<file path="config.mk">
export PLATFORM = sky130hd
export DESIGN_NAME = elastic_stage_rg
export DESIGN_NICKNAME = d
export VERILOG_FILES = /design/src/rtl/elastic_stage_rg_pkg.sv /design/src/rtl/elastic_stage_rg_areg.sv /design/src/rtl/elastic_stage_rg.sv
export SDC_FILE = /design/constraint.sdc
export NUM_CORES = 1
export LEC_CHECK = 0
export ABC_AREA = 1
export ABC_CLOCK_PERIOD_IN_PS = 4600
export CORE_UTILIZATION = 25
export CTS_CLUSTER_DIAMETER = 60
export DETAILED_ROUTE_END_ITERATION = 10
export PLACE_DENSITY = 0.47
export SLEW_MARGIN = 20
export SYNTH_ARGS = -nofsm -noshare
export SYNTH_HDL_FRONTEND = slang
export SYNTH_SLANG_ARGS = --single-unit
</file>
<file path="constraint.sdc">
create_clock -name clk -period 4.6 [get_ports clk]
set_input_delay 0.92 -clock clk [delete_from_list [all_inputs] [get_ports clk]]
set_output_delay 0.92 -clock clk [all_outputs]
set_load 0.03 [all_outputs]
</file>
<file path="src/rtl/elastic_stage_rg_pkg.sv">
// Shared pipeline types for the elastic stage register: occupancy states and their decode.
package elastic_stage_rg_pkg;

  typedef enum logic [1:0] {
    ST_EMPTY = 2'd0,
    ST_ONE   = 2'd1,
    ST_FULL  = 2'd2
  } st_t;

  function automatic logic [1:0] st_occ(input st_t st);
    logic [1:0] occ;
    occ = 2'd0;
    case (st)
      ST_ONE:  occ = 2'd1;
      ST_FULL: occ = 2'd2;
      default: occ = 2'd0;
    endcase
    return occ;
  endfunction

endpackage

</file>
<file path="src/rtl/elastic_stage_rg_areg.sv">
// WIDTH-bit register with asynchronous active-high reset and load enable.
module areg #(
  parameter int unsigned WIDTH = 32
) (
  input  logic             clk,
  input  logic             rst,
  input  logic             en,
  input  logic [WIDTH-1:0] d,
  output logic [WIDTH-1:0] q
);

  always_ff @(posedge clk or posedge rst) begin
    if (rst) begin
      q <= '0;
    end else if (en) begin
      q <= d;
    end
  end

endmodule

</file>
<file path="src/rtl/elastic_stage_rg.sv">
// Elastic valid/ready pipeline stage: 2-entry skid buffer, sync flush, occupancy, stall counter.
module elastic_stage_rg
  import elastic_stage_rg_pkg::*;
#(
  parameter int unsigned WIDTH     = 32,
  parameter int unsigned CNT_WIDTH = 16
) (
  input  logic                 clk,
  input  logic                 rst,
  input  logic                 flush,
  input  logic                 in_valid,
  output logic                 in_ready,
  input  logic [WIDTH-1:0]     in_data,
  output logic                 out_valid,
  input  logic                 out_ready,
  output logic [WIDTH-1:0]     out_data,
  output logic [1:0]           occupancy,
  output logic [CNT_WIDTH-1:0] stall_cnt
);

  st_t                 st_q, st_d;
  logic                in_fire, out_fire;
  logic                main_en, skid_en, main_from_skid;
  logic [WIDTH-1:0]    main_d, skid_q;
  logic [CNT_WIDTH-1:0] stall_q, stall_d;

  assign in_fire  = in_valid & in_ready;
  assign out_fire = out_valid & out_ready;

  always_ff @(posedge clk or posedge rst) begin
    if (rst) begin
      st_q <= ST_EMPTY;
    end else begin
      st_q <= st_d;
    end
  end

  always_comb begin
    st_d           = st_q;
    main_en        = 1'b0;
    skid_en        = 1'b0;
    main_from_skid = 1'b0;
    if (flush) begin
      // Held beats and any beat offered this cycle are discarded; payload regs keep old values.
      st_d = ST_EMPTY;
    end else begin
      case (st_q)
        ST_EMPTY: begin
          if (in_fire) begin
            st_d    = ST_ONE;
            main_en = 1'b1;
          end
        end
        ST_ONE: begin
          if (in_fire && out_fire) begin
            main_en = 1'b1;
          end else if (in_fire) begin
            st_d    = ST_FULL;
            skid_en = 1'b1;
          end else if (out_fire) begin
            st_d = ST_EMPTY;
          end
        end
        ST_FULL: begin
          if (out_fire) begin
            st_d           = ST_ONE;
            main_en        = 1'b1;
            main_from_skid = 1'b1;
          end
        end
        default: st_d = ST_EMPTY;
      endcase
    end
  end

  always_comb begin
    out_valid = (st_q != ST_EMPTY);
    in_ready  = (st_q != ST_FULL);
    occupancy = st_occ(st_q);
  end

  assign main_d = main_from_skid ? skid_q : in_data;

  areg #(
    .WIDTH (WIDTH)
  ) u_main (
    .clk (clk),
    .rst (rst),
    .en  (main_en),
    .d   (main_d),
    .q   (out_data)
  );

  areg #(
    .WIDTH (WIDTH)
  ) u_skid (
    .clk (clk),
    .rst (rst),
    .en  (skid_en),
    .d   (in_data),
    .q   (skid_q)
  );

  always_comb begin
    stall_d = stall_q;
    if (out_valid && !out_ready && (stall_q != {CNT_WIDTH{1'b1}})) begin
      stall_d = stall_q + 1'b1;
    end
  end

  always_ff @(posedge clk or posedge rst) begin
    if (rst) begin
      stall_q <= '0;
    end else begin
      stall_q <= stall_d;
    end
  end

  assign stall_cnt = stall_q;

endmodule

</file>
# Word level (Yosys, flattened, before mapping)
# Index checks and enable logic that the tools add are counted.
# Widths: inputs -> output; s select.
classes:
  mux: 19
  eq_ne: 8
  shifts: 0
  bitwise: 2
  n_lt_le_gt_ge: 0
  div: 0
  reduce_logical: 7
  n_mul: 0
  addsub: 1
op_table:
  columns: ["cell", "n"]
  rows:
  - ["$mux 32", 1]
  - ["$add 16x1->16 const B", 1]
  - ["$ne 16x16->1 const B", 1]
  - ["$mux 2", 6]
  - ["$mux 1", 9]
  - ["$ne 3x3->1 const B", 3]
  - ["$pmux 2 s3", 1]
  - ["$ne 4x4->1 const B", 1]
  - ["$pmux 2 s2", 1]
  - ["$reduce_and 4->1", 1]
  - ["$logic_and 1x1->1", 3]
  - ["$pmux 1 s3", 1]
  - ["$and 1x1->1", 2]
  - ["$eq 2x1->1 const B", 1]
  - ["$eq 2x2->1 const B", 1]
  - ["$logic_not 2->1", 1]
  - ["$ne 2x2->1 const B", 1]
  - ["$reduce_bool 2->1", 1]
  - ["$logic_not 1->1", 1]
totals:
  latchBits: 0
  rom_bits: 0
  elab_cells: 41
  ram_bits: 0
  mem_count: 0
  register_bits: 82
  inputBits: 37

# Logic depth before layout (Yosys ltp)
depth:
  word_depth: 7
  mapped_depth: 9
  ltp_nobuf: 9

# Modules after synthesis
# From an unflattened synthesis, not the netlist that was laid out.
hier_totals:
  hier_cells: 474
  area_unflattened_um2: 4116.4
by_module_without_submodules:
  columns: ["mod", "area_each_um2", "cells_per_inst", "seq_area_each_um2", "instances"]
  rows:
  - ["areg", 1296.2, 137, 800.8, 2]
  - ["elastic_stage_rg", 1524.0, 200, 450.4, 1]

# Least setup slack after synthesis
# No wires, ideal clock.
synth_path:
  kind: "reg2out"
  start: "reg st_q[0]"
  end: "out occupancy[1]"
  n_path_buf: 0
  path_slack_ps: 2688
  path_stages_with_launch: 4
  required_time_ps: 3680
  arrival_time_ps: 992
  path_cell_list: "dfrtp_1 -> inv_2 -> nand2_1 -> inv_1"
synth_via:
  elab_chain_cells: 2
  word_cells_on_any_way: 3
  classes_between: "eq/ne (2); mux (1)"
synth_lines:
  columns: ["item", "line", "rtl"]
  rows:
  - ["start, declared", "elastic_stage_rg.sv:21", "st_t st_q, st_d;"]
  - ["start signal, assigned", "elastic_stage_rg.sv:34", "st_q <= st_d;"]
  - ["$eq 2x2->1 or $eq 2x1->1 (tied branches)", "elastic_stage_rg_pkg.sv:13", "case (st)"]
  - ["$pmux 2 s2 (*)", "elastic_stage_rg_pkg.sv:13", null]
  - ["end, declared", "elastic_stage_rg.sv:17", "output logic [1:0] occupancy,"]
# Mark *: on every way between the ends. The rest lies on a longest branch, timed or not.

# Worst setup path after layout
layout_path:
  start: "in flush"
  end: "reg u_main.q[22]"
layout_via:
  elab_chain_cells: 2
  word_cells_on_any_way: 3
  classes_between: "mux (3)"
layout_lines:
  columns: ["item", "line", "rtl"]
  rows:
  - ["start, declared", "elastic_stage_rg.sv:10", "input logic flush,"]
  - ["$mux 1", "elastic_stage_rg.sv:43", "if (flush) begin"]
  - ["$mux 32", "elastic_stage_rg.sv:82", "assign main_d = main_from_skid ? skid_q : in_data;"]
  - ["end signal, assigned", "elastic_stage_rg_areg.sv:14", "q <= '0;"]
  - ["end signal, assigned", "elastic_stage_rg_areg.sv:16", "q <= d;"]
  - ["end, declared", "elastic_stage_rg_areg.sv:9", "output logic [WIDTH-1:0] q"]
# Several ways; a longest one is shown, not always the timed one.
# A chain may end at the register's enable or synchronous reset.

==> impl_results.md <==
* Hold_buf cts at 0
* Vias/cell at 4.42
* Cell Pwr Density at 457 mW/mm^2
* Clock Skew at 0.00898 ns
* Post_cts resized at 0
* TritonCTS clock tree: built
* Share of the clock period used by the worst path at 61.0%
* Routability cong. at between 0.7 and 0.8
* Clock H-tree levels at 3
* CTS Buf Count at 9
* Final setup viols at 0
* # diodes at 0
* Post-synthesis compound-gate area fraction at approximately 16%
* Status: finished, final reports clean
* Slew at the pin closest to its max-slew limit at 0.953 ns
* Max-slew violation count at 0
* Global Route Usage Sum at 13.6%
* First-pass GRT wire length at 17200 um
* Share of cells above drive strength 1 at 6.18%
* Fmax at between 0.3 and 0.4 GHz
* Post-route DRC at 0
* Tightest Hold Check Type: register to register
* Row Count at 45
* Setup crit end kind: register
* Post-DRT Antenna Nets at 0
* WP buf/inv at 2
* WP data arrival at about 3.0 ns
* GR Overflow Total at 0
* Clock Tree Root: clkbuf_16
* Ports at 89
* Final Hold Viols at 0
* Setup TNS at 0 ns
* Critical path's top delay family: simple AND/OR/NAND/NOR gates
* CP max-delay cell: nand3_2
* P_leak at 2.51 nW
* Largest family of logic cells by synthesized area: simple AND/OR/NAND/NOR gates
* Die X at 127 um
* Cell area after layout at roughly 0.0053 mm^2
* Cells after Synth at 481
* Final min period at 2.81 ns
* Ys Warns at 0
* Peak VDD IR at 187 uV
* Avg WL per Cell at 13.3 um
* Clk_lat worst skew at 0.34 ns
* RSZ-0062 raised after global routing: false
* Post-Syn Nets at 519
* Routed via count at 3431
* Initial Util at 25.7%
* Combinational share of power at 27.7%
* Post-Synth Simple-Gate Area at between 20% and 30%
* #FFs+latches synth at 82
* Clock transition at the registers of the reported paths at 0.06 ns
* Initial DRC count at 174
* Critical Path RT at 4.82 ns
* Post-DP Area at 0.00501 mm^2
* CP peak stage delay at 0.72 ns
* Worst setup SP type: primary input
* Crit Path Max Fanout at 49
* Switching share of total power at between 30 and 40%
* Seq/Total Area, Yosys at 52.2%
* Count of different cell masters after synthesis at 24
* Core Area at ~0.015 mm^2
* Power share of the clock group at 29.7%
* Fin nets at 600
* Die H at 127 um
* Input/output buffers at 88
* Flop pwr share at 42.6%
* Avg Cell Area, Syn at about 8.2 um^2
* Multiplexer area fraction after synthesis at 0%
* Largest net degree at the start of global routing at 66
* Switch Pwr at 821 uW
* Post-Synth Adder-Cell Area at 0.318%
* Cell breakdown of the critical path: clkdlybuf4s50_1 -> nor2_1 -> nand3_2 -> buf_4 -> o211ai_1 -> nand2_1
* Clock sinks at 82
* Area grow syn2layout at 34.9%
* Max-cap viol count at 0
* DRT Pass-1 Iters at 5
* Post-synthesis xor/xnor area fraction at 1.56%
* Post-Syn Area at 0.00393 mm^2
* Crit path kind: primary input to register
* Int Power at 1.60 mW
* Slew margin rel. at roughly 36%
* Vias in the first global route at between 3000 and 4000
* Postcts setup bufs at 0
* DP HPWL at between 6000 and 7000 um
* Die area at 0.0162 mm^2
* Initial antenna violation count at 0
* Clock tree buffer depth at 2
* Final WL at 10300 um
synthesized netlist by cell type:
library cell | n | area [um^2]
nand2_1 | 170 | 638
dfrtp_1 | 82 | 2050
o21ai_0 | 72 | 360
inv_1 | 48 | 180
o211ai_1 | 33 | 248
nor2_1 | 17 | 63.8
clkbuf_1 | 15 | 56.3
nand3_1 | 9 | 45.0
xnor2_1 | 7 | 61.3
nand4_1 | 5 | 31.3
buf_2 | 4 | 20.0
buf_4 | 3 | 22.5
inv_2 | 3 | 11.3
buf_6 | 2 | 22.5
nand2_2 | 2 | 12.5
a21oi_4 | 1 | 16.3
clkinv_2 | 1 | 5.00
ha_1 | 1 | 12.5
nand2_4 | 1 | 11.3
nand3_4 | 1 | 17.5
nand3b_1 | 1 | 7.51
nor2_2 | 1 | 6.26
nor2_4 | 1 | 11.3
o21ai_4 | 1 | 16.3
power by group through the flow:
stage / clock network, mW / registers [mW] / logic (mW)
global route: 0.768 / 1.06 / 0.737
global placement: 0 / 1.04 / 0.671
CTS: 0.744 / 1.03 / 0.681
detailed placement: 0 / 1.04 / 0.680
floorplan: 0 / 1.18 / 0.247
finish: 0.719 / 1.03 / 0.671
worst reg2reg max path, delay by kind of cell, from the launching register on:
kind	cells	cell delay, ns
flops	1	0.42
buf+inv	1	0.54
simple gates	3	0.97
compound gates	1	0.18
flip-flops by register name, summed over array words and instances (netlist names):
signal	cells
st_q	2
u_main.q	32
stall_cnt	16
u_skid.q	32
final cells by class:
cell class,count,area [um^2]
inverters,52,198
repair buffers,94,926
flip-flops and latches,82,2050
clock buffers,9,225
multi-input cells,323,1570
well taps,211,264
fillers,1579,9960
clock inverters,6,67.6
per-stage QoR:
stage	setup WS, ns	total power [mW]	hold slack (ns)	cells	utilization, %
2_1_floorplan	1.57	1.43	0.454	481	-
3_3_place_gp	1.45	1.71	0.466	762	32.8
3_5_place_dp	1.38	1.72	0.474	762	32.8
4_1_cts	1.74	2.46	0.490	777	34.7
5_1_grt	1.54	2.56	0.505	777	34.7
6_report	1.79	2.42	0.486	777	34.7
metal layers:
layer | up-vias | global-route usage, % | part of all wire (%)
met2 | 77 | 22.3 | 47
met3 | 7 | 4.15 | 4.6
met5 | - | 0 | 0
li1 | 1713 | - | -
met4 | 0 | 3.01 | 0.61
met1 | 1634 | 17.7 | 48
logic make-up after synthesis:
kind of cell / count (synthesis)
DFF: 82
and+or+nand+nor: 208
adders and majority gates: 1
buffers and inverters: 76
xor gates and xnor gates: 7
AOI/OAI and AO/OA: 107
placed cells by master, fill, tap and decap left out, types with 2 or more instances in the layout:
cell type / n
nand2_2: 2
clkinvlp_4: 2
nor2_4: 2
o211ai_1: 33
xnor2_1: 7
nand4_1: 5
clkinv_2: 3
nand3_1: 8
inv_1: 47
dfrtp_1: 82
clkbuf_16: 9
nand2_1: 170
inv_2: 3
clkdlybuf4s50_1: 88
buf_4: 6
o21ai_0: 72
nor2_1: 17
worst paths after layout:
path,from,to,slack [ns],cells past startpoint
setup / recovery,flush,u_main.q[22],1.79,6
hold / removal,u_skid.q[21],u_skid.q[21],0.49,2
setup reg to reg,st_q[0],u_main.q[22],2.37,5
hold reg to reg,u_skid.q[21],u_skid.q[21],0.49,2
max in group asynchronous,rst,stall_cnt[0],2.88,3
min in group asynchronous,rst,u_main.q[6],0.95,2
Note: power is estimated with default switching activity, not from simulation.
==> edit, RTL diff (same settings) <==
Re-encode `st_t` (3 values) as one-hot, 3 bits wide.
--- a/src/rtl/elastic_stage_rg_pkg.sv
+++ b/src/rtl/elastic_stage_rg_pkg.sv
@@ -2,8 +2,8 @@
 package elastic_stage_rg_pkg;
 
-  typedef enum logic [1:0] {
-    ST_EMPTY = 2'd0,
-    ST_ONE   = 2'd1,
-    ST_FULL  = 2'd2
+  typedef enum logic [2:0] {
+    ST_EMPTY = 3'b001,
+    ST_ONE   = 3'b010,
+    ST_FULL  = 3'b100
   } st_t;
 
Formal check against the unedited RTL: same outputs for any inputs over 10 cycles, from zero or initial values and one cycle with rst high; not proved beyond that.
==> edit against the unedited design <==
  * Global-route usage decreased by 0.76 points
  * Setup slack improved by 0.16 ns
  * Hold slack got worse by 0.0051 ns
  * Clock power decreased by 2.9%
  * Clock skew decreased by 0.0033 ns
  * Sequential share of layout area increased by 0.28 points
  * Area after synthesis increased by 1.1%
  * Register-to-register slack got worse by 0.08 ns
  * Routed wire length decreased by 4.6%
  * Sequential power increased by 15%
  * Critical endpoint is now occupancy[1]
  * Power increased by 28%
  * Design area increased by 0.54%
  * Sequential cell count increased by 1
==> edit: results (changes against the unedited design) <==
[cts]
htree_levels = 3  ; unchanged
cts_resized = 0  ; unchanged
cts_buffers = 9  ; unchanged
cts_buffer_depth = 2  ; unchanged
root_buffer = clkbuf_16  ; unchanged
worst_skew_pair.late_latency_ns = 0.34  ; about the same
clk_pin_slew_ns = 0.06  ; about the same
cts_setup_buffers = 0  ; unchanged

[detailed_routing]
met3_length_um = 486  ; was 469 um
wirelength_um = 9830  ; was 10300 um
wl_met2_um = 4300  ; was 4810 um
wl_met1_um = 4870  ; was 4960 um
highest-signal-layer = met4  ; unchanged
via_per_inst = 4.23  ; was 4.42
dr.pass1.iters = 4  ; was 5
drtIter0Drc = 160  ; was 174

[power_and_ir_drop]
power_leakage_nw = 2.64  ; was 2.51 nW
sw_frac_of_total = 0.381  ; was 0.339
ir_drop_v = 0.000361  ; was 0.000187 V

[synthesis]
async_flop_share = 1.00  ; unchanged
synth_area_leaders = dfrtp_1 (52%), nand2_1 (20%), o21ai_0 (4.5%), inv_1 (4.4%), nor2_1 (4.3%)  ; was dfrtp_1 (52%), nand2_1 (16%), o21ai_0 (9.2%), o211ai_1 (6.3%), inv_1 (4.6%)
synth_nets = 558  ; was 519
synth_cell_types = 25  ; was 24
yosysSeqAreaShare = 0.523  ; was 0.522
synthTopCellsByCount = nand2_1 (208), dfrtp_1 (82), inv_1 (47)  ; was nand2_1 (170), dfrtp_1 (82), o21ai_0 (72)
synth_warnings = 0  ; unchanged

[setup_path]
path_max_fanout = 5  ; was 49
worst_ep_arrival_time_ns = 1.73  ; was 3.02 ns
crit_family = buffers and inverters  ; was simple AND/OR/NAND/NOR gates
slowest_delay_ns = 0.68  ; was 0.72 ns
cp_slowest_cell = clkdlybuf4s50_1  ; was nand3_2

[placement]
finalWeightedCongestion = 0.809  ; was 0.777
place_area_um2 = 5030  ; was 5010 um2
dp_hpwl_um = 6730  ; was 6810 um
io_buffers = 88  ; unchanged

[global_route]
grt_max_degree = 66  ; unchanged
grt_pass1_wl_um = 16400  ; was 17200 um
grt_usage = 0.129  ; was 0.136
grt_pass1_vias = 3364  ; was 3337
antenna_found_initial = 0  ; unchanged

[cells_and_area]
nets = 639  ; was 600
drive_above_1_share = 0.0528  ; was 0.0618
antennaDiodeCount = 0  ; unchanged
final_area_um2 = 5330  ; was 5300 um2
fillers = 1582  ; was 1579

[hold_path]
hold_path.class = reg -> reg  ; unchanged

[timing]
skew_ns = 0.00565  ; was 0.00898 ns
slew_headroom = 0.565  ; was 0.364

[status]
status = complete, no violations  ; unchanged

[edit: cell count changes after synthesis, moves of 11 or more]
cell      change
nor2_1       +28
nand2_1      +38
o211ai_1     -33
o21ai_0      -36
buf_2        +11
a21oi_1      +32
clkbuf_1     -11
[edit: layer usage]
layer,vias to the layer above,GRT usage
met5,-,0
met4,0,0.0498
met3,14,0.0288
met2,95,0.207
met1,1586,0.168
li1,1761,-
[edit: cell families (layout without fill, tap and decap cells)]
logic type      Yosys count  after routing  synth area share
compound gates           69             69            0.0869
xor+xnor                 12             12            0.0265
fa+ha+maj                 1              1           0.00315
buf+inv                  76            162            0.0812
flops                    83             83             0.523
simple gates            279            279             0.279
[edit: worst min-delay path, delay by kind of cell (launching register included)]
family / cells / cell delay [ns]
flip-flops: 1 / 0.34
AND/OR/NAND/NOR: 2 / 0.10
[edit: worst paths after layout]
check | endpoint | startpoint | depth (start not counted) | slack [ns]
worst max-delay path | occupancy[1] | st_q[1] | 4 | 1.95
worst min-delay path | u_main.q[0] | u_main.q[0] | 2 | 0.48
worst max register to register | stall_cnt[11] | stall_cnt[1] | 10 | 2.29
worst min register to register | u_main.q[0] | u_main.q[0] | 2 | 0.48
max in group asynchronous | st_q[0] | rst | 3 | 2.73
min in group asynchronous | u_main.q[11] | rst | 2 | 0.98
[edit: final cells by class]
| type | count | area share |
|---|---|---|
| multi-input combinational | 361 | 0.296 |
| clock inverter | 1 | 0.000939 |
| timing repair buffer | 92 | 0.171 |
| tap | 211 | 0.0495 |
| clock buffer | 15 | 0.0540 |
| sequential | 83 | 0.390 |
| inverter | 54 | 0.0383 |
[edit: per-stage QoR]
stage               cells  worst slack, ns
finish                817             1.95
detailed placement    801             1.38
global placement      801             1.49
CTS                   817             1.74
floorplan             520             1.54
global route          817             1.68
[edit: power groups by stage]
stage | logic (mW) | registers, mW | clock network [mW]
floorplan | 0.491 | 1.45 | 0
global route | 1.34 | 1.22 | 0.747
finish | 1.22 | 1.18 | 0.698
CTS | 1.24 | 1.18 | 0.723
detailed placement | 1.23 | 1.19 | 0
global placement | 1.21 | 1.19 | 0
